--- src/rtl/zeta_pkg.sv ---
// Shared defaults and types for the zeta ROM address sequencer.
// The build may define NTT_STAGE_CNT to change the default stage count.
`ifndef NTT_STAGE_CNT
`define NTT_STAGE_CNT 8
`endif

package zeta_pkg;

  localparam int STAGE_CNT_DEF = `NTT_STAGE_CNT;
  localparam int N_DEF         = 1 << STAGE_CNT_DEF;
  localparam int B_DEF         = N_DEF / 4;
  localparam int ADDR_W_DEF    = STAGE_CNT_DEF - 1;

  typedef struct packed {
    logic vld;
    logic inv;
  } token_t;

  typedef enum logic {
    ST_IDLE = 1'b0,
    ST_RUN  = 1'b1
  } stage_state_t;

endpackage

--- src/rtl/zeta_stage_cnt.sv ---
// One butterfly stage: beat counter, run/idle FSM and the two lane zeta addresses.
//   state   | meaning
//   ST_IDLE | no polynomial in this stage, outputs forced to 0
//   ST_RUN  | issuing beat cnt_q of the current polynomial
module zeta_stage_cnt
  import zeta_pkg::*;
#(
  parameter int STAGE_CNT = STAGE_CNT_DEF,
  parameter int STAGE_IDX = 0
) (
  input  logic                       clk,
  input  logic                       rst_n,
  input  logic                       stall,
  input  token_t                     tok,
  output logic                       vld,
  output logic                       inv,
  output logic                       last_beat,
  output logic [1:0][STAGE_CNT-2:0]  addr
);

  localparam int              AW    = STAGE_CNT - 1;
  localparam int              CW    = STAGE_CNT - 2;
  localparam int              SHIFT = STAGE_CNT - 1 - STAGE_IDX;
  localparam logic [CW-1:0]   LAST  = CW'((1 << CW) - 1);
  localparam logic [AW-1:0]   MASK  = AW'((1 << STAGE_IDX) - 1);

  stage_state_t     state_q, state_d;
  logic [CW-1:0]    cnt_q, cnt_d;
  logic             inv_q, inv_d;
  logic [1:0][AW-1:0] fwd;

  always_ff @(posedge clk or negedge rst_n) begin
    if (!rst_n) begin
      state_q <= ST_IDLE;
      cnt_q   <= '0;
      inv_q   <= 1'b0;
    end else begin
      state_q <= state_d;
      cnt_q   <= cnt_d;
      inv_q   <= inv_d;
    end
  end

  // A token arriving on the last beat restarts the stage with no idle gap.
  always_comb begin
    state_d = state_q;
    cnt_d   = cnt_q;
    inv_d   = inv_q;
    if (!stall) begin
      if (tok.vld) begin
        state_d = ST_RUN;
        cnt_d   = '0;
        inv_d   = tok.inv;
      end else if (state_q == ST_RUN) begin
        if (cnt_q == LAST) begin
          state_d = ST_IDLE;
          cnt_d   = '0;
          inv_d   = 1'b0;
        end else begin
          cnt_d = cnt_q + 1'b1;
        end
      end
    end
  end

  assign vld       = (state_q == ST_RUN);
  assign inv       = vld & inv_q;
  assign last_beat = vld & (cnt_q == LAST);

  // Butterfly index j = {cnt, lane}; the inverse address mirrors it inside the 2^s-entry ROM.
  assign fwd[0] = {cnt_q, 1'b0} >> SHIFT;
  assign fwd[1] = {cnt_q, 1'b1} >> SHIFT;

  always_comb begin
    addr = '0;
    for (int l = 0; l < 2; l++) begin
      if (vld) begin
        addr[l] = inv_q ? (fwd[l] ^ MASK) : fwd[l];
      end
    end
  end

endmodule

--- src/rtl/zeta_addr_seq.sv ---
// Twiddle ROM address sequencer: start handshake, per-stage token delay chains, done/busy.
// Optional ZETA_ADDR_STALL_EN adds a stall input that freezes the whole sequencer.
module zeta_addr_seq
  import zeta_pkg::*;
#(
  parameter int STAGE_CNT = STAGE_CNT_DEF,
  parameter int STAGE_LAT = 2
) (
  input  logic                                  clk,
  input  logic                                  rst_n,
`ifdef ZETA_ADDR_STALL_EN
  input  logic                                  stall,
`endif
  input  logic                                  start,
  output logic                                  start_ready,
  input  logic                                  inverse,
  output logic [1:0][STAGE_CNT-1:0][STAGE_CNT-2:0] rom_addr,
  output logic [STAGE_CNT-1:0]                  stage_vld,
  output logic [STAGE_CNT-1:0]                  stage_inv,
  output logic                                  done,
  output logic                                  busy
);

`ifndef ZETA_ADDR_STALL_EN
  logic stall;
  assign stall = 1'b0;
`endif

  token_t                    tok [STAGE_CNT];
  token_t                    dly [STAGE_CNT-1][STAGE_LAT];
  logic [STAGE_CNT-1:0]      last_beat;
  logic [1:0][STAGE_CNT-2:0] stage_addr [STAGE_CNT];
  logic                      accept;
  logic                      in_flight;

  assign start_ready = ~stall & (~stage_vld[0] | last_beat[0]);
  assign accept      = start & start_ready;

  // tok[s] is the token reaching stage s this cycle; stage s+1 sees it STAGE_LAT cycles later.
  always_comb begin
    tok[0] = '{vld: accept, inv: accept & inverse};
    for (int s = 1; s < STAGE_CNT; s++) begin
      tok[s] = dly[s-1][STAGE_LAT-1];
    end
  end

  always_ff @(posedge clk or negedge rst_n) begin
    if (!rst_n) begin
      for (int s = 0; s < STAGE_CNT-1; s++) begin
        for (int k = 0; k < STAGE_LAT; k++) begin
          dly[s][k] <= '0;
        end
      end
    end else if (!stall) begin
      for (int s = 0; s < STAGE_CNT-1; s++) begin
        dly[s][0] <= tok[s];
        for (int k = 1; k < STAGE_LAT; k++) begin
          dly[s][k] <= dly[s][k-1];
        end
      end
    end
  end

  always_comb begin
    in_flight = 1'b0;
    for (int s = 0; s < STAGE_CNT-1; s++) begin
      for (int k = 0; k < STAGE_LAT; k++) begin
        in_flight = in_flight | dly[s][k].vld;
      end
    end
  end

  for (genvar s = 0; s < STAGE_CNT; s++) begin : g_stage
    zeta_stage_cnt #(
      .STAGE_CNT (STAGE_CNT),
      .STAGE_IDX (s)
    ) u_stage (
      .clk       (clk),
      .rst_n     (rst_n),
      .stall     (stall),
      .tok       (tok[s]),
      .vld       (stage_vld[s]),
      .inv       (stage_inv[s]),
      .last_beat (last_beat[s]),
      .addr      (stage_addr[s])
    );

    assign rom_addr[0][s] = stage_addr[s][0];
    assign rom_addr[1][s] = stage_addr[s][1];

    // Equal stage durations mean a token only ever lands on an idle or finishing stage.
    a_no_collision : assert property (@(posedge clk) disable iff (!rst_n)
      tok[s].vld |-> (!stage_vld[s] || last_beat[s]));
  end

  assign done = last_beat[STAGE_CNT-1] & ~stall;
  assign busy = (|stage_vld) | in_flight | accept;

endmodule
--- config.mk ---
export PLATFORM = sky130hd
export DESIGN_NAME = zeta_addr_seq
export DESIGN_NICKNAME = d
export VERILOG_FILES = /design/src/rtl/zeta_pkg.sv /design/src/rtl/zeta_stage_cnt.sv /design/src/rtl/zeta_addr_seq.sv
export SDC_FILE = /design/constraint.sdc
export NUM_CORES = 1
export LEC_CHECK = 0
export BUFFER_PORTS_ARGS = -buffer_cell sky130_fd_sc_hd__buf_2
export CORE_ASPECT_RATIO = 1.25
export CORE_MARGIN = 2
export CORE_UTILIZATION = 35
export DETAILED_ROUTE_END_ITERATION = 8
export PLACE_DENSITY = 0.59
export SLEW_MARGIN = 20
export SYNTH_ARGS = -nofsm -noshare
export SYNTH_HDL_FRONTEND = slang
export SYNTH_SLANG_ARGS = --single-unit
--- constraint.sdc ---
create_clock -name clk -period 1.46 [get_ports clk]
set_input_delay 0.365 -clock clk [delete_from_list [all_inputs] [get_ports clk]]
set_output_delay 0.365 -clock clk [all_outputs]
set_load 0.1 [all_outputs]
* Word level (Yosys, flattened, before mapping)
Index checks and enable logic that the tools add are counted.
** Storage, ports and cells
- Bits in registers :: 92
- Bits in latches :: 0
- RAM bits :: 0
- Bits in read-only memories :: 0
- Input bits :: 4
- Output and inout bits :: 131
- Logic and storage cells :: 218
- Memories :: 0
** Cells by class
- Add/sub/neg operators :: 8
- Multipliers :: 0
- Div/mod/pow operators :: 0
- $lt $le $gt $ge :: 0
- Equal/unequal tests :: 8
- Shifts and indexed selects :: 0
- Mux-type cells :: 88
- Bitwise operators :: 37
- Reductions and logical operators :: 25
** Operator list (number)
- 6-bit two-way mux :: 26
- 1-bit two-way mux :: 50
- 6-bit by 1-bit adder with 6-bit output (second input constant) :: 8
- 6-bit equality test (second input constant) :: 8
- 2-bit nonzero test :: 16
- 7-bit two-way mux :: 4
- 1-bit bitwise OR :: 16
- 2-bit AND reduction :: 8
- 7-bit NOT :: 2
- 1-bit AND :: 12
- 5-bit two-way mux :: 2
- 4-bit two-way mux :: 2
- 8-bit OR reduction :: 1
- 3-bit two-way mux :: 2
- 6-bit NOT :: 1
- 5-bit NOT :: 1
- 2-bit two-way mux :: 2
- 4-bit NOT :: 1
- 3-bit NOT :: 1
- 1-bit NOT :: 2
- 2-bit NOT :: 1

* Longest topological paths before layout
Gate-level depths: netlist of run 1.
- Word-level depth :: 15
- Gate-level depth with buffers :: 4
- Depth with buffers taken out :: 4

* Hierarchy
A second synthesis of run 1 with hierarchy kept.
** Unflattened totals
- Cells, all modules :: 614
- Area, all modules :: 5529.1 µm²
** By module, submodules not included
- zeta_addr_seq :: times used 1, cells an instance 41, area an instance 777.0 µm², sequential area each 700.7 µm²
- zeta_stage_cnt at g_stage[5].u_stage :: times used 1, cells an instance 77, area an instance 613.1 µm², sequential area each 200.2 µm²
- zeta_stage_cnt at g_stage[6].u_stage :: times used 1, cells an instance 74, area an instance 611.8 µm², sequential area each 200.2 µm²
- zeta_stage_cnt at g_stage[4].u_stage :: times used 1, cells an instance 76, area an instance 609.3 µm², sequential area each 200.2 µm²
- zeta_stage_cnt at g_stage[7].u_stage :: times used 1, cells an instance 71, area an instance 601.8 µm², sequential area each 200.2 µm²
- zeta_stage_cnt at g_stage[3].u_stage :: times used 1, cells an instance 72, area an instance 595.6 µm², sequential area each 200.2 µm²
- zeta_stage_cnt at g_stage[2].u_stage :: times used 1, cells an instance 70, area an instance 589.3 µm², sequential area each 200.2 µm²
- zeta_stage_cnt at g_stage[1].u_stage :: times used 1, cells an instance 69, area an instance 583.1 µm², sequential area each 200.2 µm²
- zeta_stage_cnt at g_stage[0].u_stage :: times used 1, cells an instance 64, area an instance 548.0 µm², sequential area each 200.2 µm²

* Least setup slack after synthesis of run 1
No wires, ideal clock.
- Path kind :: register to register
- Start :: reg g_stage[7].u_stage.cnt_q[0]
- End :: reg g_stage[7].u_stage.inv_q
- Library setup time :: 227 ps
- Arrival time :: 3046 ps
- Required time :: 1233 ps
- Slack :: -1814 ps
- Stages on the path, launching flop included :: 5
- Buffers on the path :: 0
- Clock period less this slack :: 3274 ps
- Path through :: dfrtp_1 ha_1 nand3_1 nor3_1 o21ai_1
** On the way
- Longest elaborated chain between the ends :: 3
** Ends and longest elaborated chain
- from (decl) :: RTL line zeta_stage_cnt.sv:28 : logic [CW-1:0] cnt_q, cnt_d;
- from (signal assigned) :: RTL line zeta_stage_cnt.sv:39 : cnt_q <= cnt_d;
- 6-bit equality test :: RTL line zeta_stage_cnt.sv:55 : if (cnt_q == LAST) begin
- 2-bit nonzero test (no line)
- 2-bit AND reduction (no line)
- to (signal assigned) :: RTL line zeta_stage_cnt.sv:40 : inv_q <= inv_d;
- to (decl) :: RTL line zeta_stage_cnt.sv:29 : logic inv_q, inv_d;
No other way between the ends.
A chain may end at the register's enable or synchronous reset.

* Worst setup path after layout of run 1
- Start :: reg dly[19] (netlist name)
- End :: out busy
** On the way
- Longest elaborated chain between the ends :: 12
** Ends and longest elaborated chain
- from (decl) :: RTL line zeta_addr_seq.sv:30 : token_t dly [STAGE_CNT-1][STAGE_LAT];
- from (signal, indexed assignment) :: RTL line zeta_addr_seq.sv:56 : dly[s][0] <= tok[s];
- from (signal, indexed assignment) :: RTL line zeta_addr_seq.sv:58 : dly[s][k] <= dly[s][k-1];
- 1-bit bitwise OR (10 in series) :: RTL line zeta_addr_seq.sv:68 : in_flight = in_flight | dly[s][k].vld;
- 1-bit bitwise OR (2 in series) :: RTL line zeta_addr_seq.sv:97 : assign busy = (|stage_vld) | in_flight | accept;
- to (decl) :: RTL line zeta_addr_seq.sv:21 : output logic busy
No other way between the ends.

==> metrics, run 1 <==
Worst Setup End Kind output pin; H-Tree Depth 3; area of the multi-input gates about 0.0026 mm2; Via density 4.68; Final Hold Violating Endpoints 0; initial antenna violation count 0; drt first pass iters 4; register area 0.00232 mm2; top-area cell type share of the netlist area between 40% and 50%; DP Worst Slack -0.270 ns; final core utilization a little over half; Hold Crit Class input pin to register; top_reg_cell synth dfrtp_1; max-cap check violation count 0; Final Skew ~0.009 ns; Fmax a little over 500 MHz; Starting Density between 30% and 40%; die area around 0.016 mm2; vias 3825; Synth Register Bits around 90; clk sinks approximately 90; CTS tree done; Post-synth ARST share 100%; # diodes 0; cell taking the most area after synthesis dfrtp_1; Routability Congestion 0.811; share of layout cells above drive strength 1 between 40% and 50%; Avg Cell Area, Syn between 9 and 10 um2; Distinct cells, synth a little under 50; largest net degree at the start of global routing 33; Final ANT Viol Nets 0; Reg clk slew, reported paths approximately 0.060 ns; max-slew violation count 0; IO Count about 140; Residual DRC 0; Overflow after GRT 0; commonest cells in the netlist 100 x buf_4, 92 x dfrtp_1, 41 x nor2_1; Tcrit/Tclk final 135%; cell area after synthesis ~0.0051 mm2; number of CTS-inserted buffers 9; final net count between 600 and 700; Port Buffer Count 78; die span in y between 100 and 150 um; reg2reg path depth 6; Skew-Pair Late Insertion Delay about 0.34 ns; cell with the most instances after synthesis buf_4; WS Path Type register to output pin; Cell Rows a little under 50; Hold Worst Slack about 0.28 ns; Post-synth EDFFs 0; WL final roughly 11 mm; fillcell total 1212; status finished with violations; Starting DRT DRC Count about 140; CTS Buffer Depth 2; worst setup margin -0.516 ns; Die W approximately 110 um; Synth Warn # 0; vias in the first global route roughly 3800; Routed WL per cell roughly 13 um; RSZ-0062 raised after global routing yes; Mapped Cells roughly 530; sequential area share after synthesis 45.1%; Required @ worst endpoint 1.10 ns; post-DP HPWL 7.57 mm; synth top area cells dfrtp_1 45%, buf_4 15%, xor2_1 5.3%; cell depth of the worst hold path 3; first-pass GRT wire length roughly 18 mm; crit path max fanout 2; gr usage total between 10% and 20%; minimum clock period just under 2 ns; type of origin of the critical path register; Layout area overhead 54.5%; core footprint approximately 0.014 mm2; failing checks setup timing; Root Driver clkbuf_16; Setup Viol. Count Final 80; crit path DAT around 1.6 ns
-- worst max-delay path, stage by stage (launching register included) --
cell and delay [ns]:
dfrtp_1 0.38, nor4_2 0.30, and4_1 0.22, nand4_1 0.13, buf_6 0.23
-- what timing repair did --
action	CTS	global route
hold endpoints to repair	20	0
hold buffers	1	0
gates resized for setup	39	32
pin swaps	32	20
setup buffers	23	23
cloned	1	0
setup endpoints to repair	74	79
-- logic make-up (layout without fill, tap and decap cells) --
family | Yosys count | after routing | synth area share [%]
and+or+nand+nor | 170 | 170 | 17.1
buffers and inverters | 132 | 192 | 17.2
DFF | 92 | 92 | 45.1
AOI/OAI and AO/OA | 69 | 69 | 9.29
xor gates and xnor gates | 48 | 48 | 8.24
adders and majority gates | 8 | 8 | 1.96
muxes | 5 | 5 | 0.981
other | 1 | 56 | 0.0735
-- placed cells by master, fill, tap and decap left out, drive strengths merged, types with 4 or more instances in the layout --
| master | Yosys | final |
|---|---|---|
| a21oi | 12 | 12 |
| a22o | 5 | 5 |
| and2 | 23 | 23 |
| buf | 107 | 166 |
| clkbuf | 16 | 9 |
| conb | 1 | 56 |
| dfrtp | 92 | 92 |
| ha | 8 | 8 |
| inv | 9 | 10 |
| mux2i | 5 | 5 |
| nand2 | 31 | 31 |
| nand2b | 9 | 9 |
| nand3 | 14 | 14 |
| nand4 | 15 | 15 |
| nor2 | 41 | 41 |
| nor2b | 8 | 8 |
| nor3 | 4 | 4 |
| nor4 | 4 | 4 |
| o211ai | 5 | 5 |
| o21ai | 23 | 23 |
| or3 | 10 | 10 |
| xnor2 | 17 | 17 |
| xor2 | 31 | 31 |
-- worst paths after layout --
check	start	endpoint	slack [ns]
worst max register to register	g_stage[4].u_stage.vld	g_stage[4].u_stage.inv_q	-0.17
worst min-delay path	inverse	dly[26]	0.28
worst max-delay path	dly[19]	busy	-0.52
min in group asynchronous	rst_n	dly[24]	0.47
max in group asynchronous	rst_n	g_stage[3].u_stage.cnt_q[3]	0.46
worst min register to register	dly[26]	dly[24]	0.35
-- layout make-up --
cell class | count | share of cell area, %
Multi-Input combinational cell | 356 | 33.2
Timing Repair Buffer | 167 | 30.3
Sequential cell | 92 | 29.4
Clock buffer | 9 | 2.86
Tap cell | 178 | 2.82
Clock inverter | 7 | 0.936
Inverter | 9 | 0.540
-- stage by stage --
step                      cells  area, um2  setup TNS (ns)
after floorplan             580       6180           -9.92
after global placement      759       7020          -0.363
after detailed placement    759       7020          -0.641
after CTS                   800       7630          -18.66
after global routing        818       7880          -23.48
final                       818       7880          -19.01
-- sequential cells by signal, summed over array words and instances (netlist names) --
signal / count
g_stage.u_stage.cnt_q: 48
dly: 28
g_stage.u_stage.inv_q: 8
g_stage.u_stage.vld: 8
-- metal layers --
| layer | GRT usage, % | share of wire, % | up-vias | routed length (um) |
|---|---|---|---|---|
| li1 | - | - | 1836 | - |
| met4 | 5.58 | 2.7 | 0 | 287 |
| met5 | 0 | 0 | - | 0 |
| met3 | 2.84 | 4.5 | 22 | 484 |
| met2 | 25.7 | 55 | 110 | 5860 |
| met1 | 15.1 | 38 | 1857 | 4050 |
Power of run 1 is not shown: default switching activity piles up to over one toggle a cycle in this logic, so the estimate is an artifact.
==> run 2, diff against run 1 <==
- clock period: 1.46 -> 1.6 ns (I/O delays scaled with it)
==> run 2 against run 1 <==
Against the previous run:
- count of clock-buffer cells in the layout stayed put
- via count shrank 2.2%
- routed wire length fell by 3.8%
- die area unchanged
- the flow still finishes with violations (setup timing)
- final cell count decreased by 1.8%
- critical endpoint unchanged
==> metrics, run 2 (synthesis gave the netlist of run 1 again) <==
H-Tree Depth 3 (unchanged); RSZ-0062 raised after global routing yes; die span in y 139 um (unchanged); critical path's slowest cell dfrtp_1; max-cap check violation count 0 (unchanged); Starting Density 35.6% (unchanged); Layout area overhead 50.4%; worst r2r src g_stage[4].u_stage.vld; first-pass GRT wire length 17.1 mm (-2.8%); final net count 632 (-2.3%); cells along the critical path nor4_2 > and4_1 > nand4_1 > buf_8; Required @ worst endpoint 1.20 ns (+0.10 ns); Post-Layout Inst Area 0.00767 mm2 (-2.7%); CTS Buffer Depth 2 (unchanged); Setup TNS Final -10.40 ns (+8.61 ns); Routability Congestion 0.788 (-2.9%); minimum clock period ~2 ns; WHS Endpoint dly[26]; worst setup margin -0.408 ns (+0.108 ns); crit path max fanout 2 (unchanged); share of layout cells above drive strength 1 38.4% (-2.7 points); cell family with most CP delay simple AND/OR/NAND/NOR gates; fillcell total 1242 (+2.5%); crit path DAT 1.61 ns (about the same); # diodes 0 (unchanged); max-slew violation count 0 (unchanged); number of instances in the placed design 745 (-1.8%); Skew-Pair Late Insertion Delay 0.34 ns (about the same); die area 0.0156 mm2 (unchanged); Post-DP Area 0.00690 mm2 (-1.7%); Root Driver clkbuf_16; Cell Rows 49 (unchanged); vias in the first global route 3656 (-3.7%); max incr delay on CP 0.39 ns (about the same); Residual DRC 0 (unchanged); Hold Crit Class input pin to register; initial antenna violation count 0 (unchanged); fin cells 803 (-1.8%); Routed WL per cell 12.8 um (-2.0%); Via density 4.66 (-0.42%); end of the worst register-to-register path g_stage[4].u_stage.inv_q; gr usage total 13.2% (-0.52 points); Overflow after GRT 0 (unchanged); Die W 112 um (unchanged); status finished with violations; Reg clk slew, reported paths 0.07 ns (about the same); Fmax approximately 500 MHz; cell depth of the worst hold path 3 (unchanged); WL final 10.3 mm (-3.8%); core footprint 0.0143 mm2 (unchanged); type of origin of the critical path register; leading cell type in the layout, fill and taps excluded dfrtp_1; number of CTS-inserted buffers 9 (unchanged); Final Skew 0.00674 ns (-0.00219 ns); clk sinks 92 (unchanged); failing checks setup timing; drt first pass iters 4 (unchanged); Tcrit/Tclk final 125%; number of flip-flops in the largest register 48 (unchanged); Setup Viol. Count Final 62 (-23%); flop-to-flop setup slack 0.07 ns (+0.24 ns); Top Registers g_stage.u_stage.cnt_q x48, dly x28; Starting DRT DRC Count 178 (+32%); vias 3739 (-2.2%); reg2reg path depth 5 (-1); Hold Crit Start inverse; post-DP HPWL 7.21 mm (-4.8%); commonest non-fill, non-tap cells in the layout 82 x dfrtp_1, 81 x buf_12, 56 x conb_1; Biggest register g_stage.u_stage.cnt_q; worst path buffer plus inverter count 1 (unchanged); Final ANT Viol Nets 0 (unchanged); Worst Setup End Kind output pin; largest net degree at the start of global routing 38 (+15%); Final Hold Violating Endpoints 0 (unchanged); IO Count 135 (unchanged); CTS tree done; Port Buffer Count 78 (unchanged); WS Path Type register to output pin
## run 2: worst max-delay path by stage
stage	start	endpoint	slack [ns]	depth (start not counted)
after detailed placement	dly[19]	busy	-0.17	4
after floorplan	g_stage[4].u_stage.vld	busy	-0.58	4
after global routing	dly[19]	busy	-0.51	4
final	dly[19]	busy	-0.41	4
after global placement	dly[19]	busy	-0.17	4
after CTS	g_stage[7].u_stage.vld	busy	-0.47	4
## run 2: per-stage QoR
stage               hold WS, ns  utilization (%)  setup slack (ns)
floorplan                 0.104                -            -0.585
global placement          0.314             48.1            -0.171
detailed placement        0.314             48.1            -0.172
CTS                       0.304             53.2            -0.469
global route              0.328             53.5            -0.505
finish                    0.314             53.5            -0.408
## run 2: timing repair
| action | CTS | global route |
|---|---|---|
| gates cloned | 0 | 0 |
| resized for setup | 41 | 11 |
| setup buffers | 38 | 8 |
| hold buffers | 1 | 0 |
| pin swaps | 31 | 9 |
| endpoints found under the hold margin | 18 | 0 |
| setup endpoints to repair | 67 | 75 |
## run 2: layer usage
layer,global-route usage [%],vias up,part of all wire [%]
met3,3.02,7,5.0
met1,15.5,1809,41
met2,24.2,118,53
met5,0,-,0
li1,-,1805,-
met4,3.66,0,0.97
## run 2: area by class of cell
class | instances | area [um2] | area share [%]
Clock buffer | 9 | 225 | 2.93
Clock inverter | 7 | 57.6 | 0.750
Inverter | 9 | 45.0 | 0.587
Multi-Input combinational cell | 356 | 2570 | 33.5
Sequential cell | 92 | 2310 | 30.2
Tap cell | 178 | 223 | 2.90
Timing Repair Buffer | 152 | 2230 | 29.1
## run 2: worst reg2reg max path, delay by kind of cell, from the launching register on
kind / cells / cell delay (ns)
AO/OA/AOI/OAI: 1 / 0.18
flip-flops: 1 / 0.38
buffers and inverters: 3 / 0.51
AND/OR/NAND/NOR: 1 / 0.36
Power of run 2 is left out for the same reason.
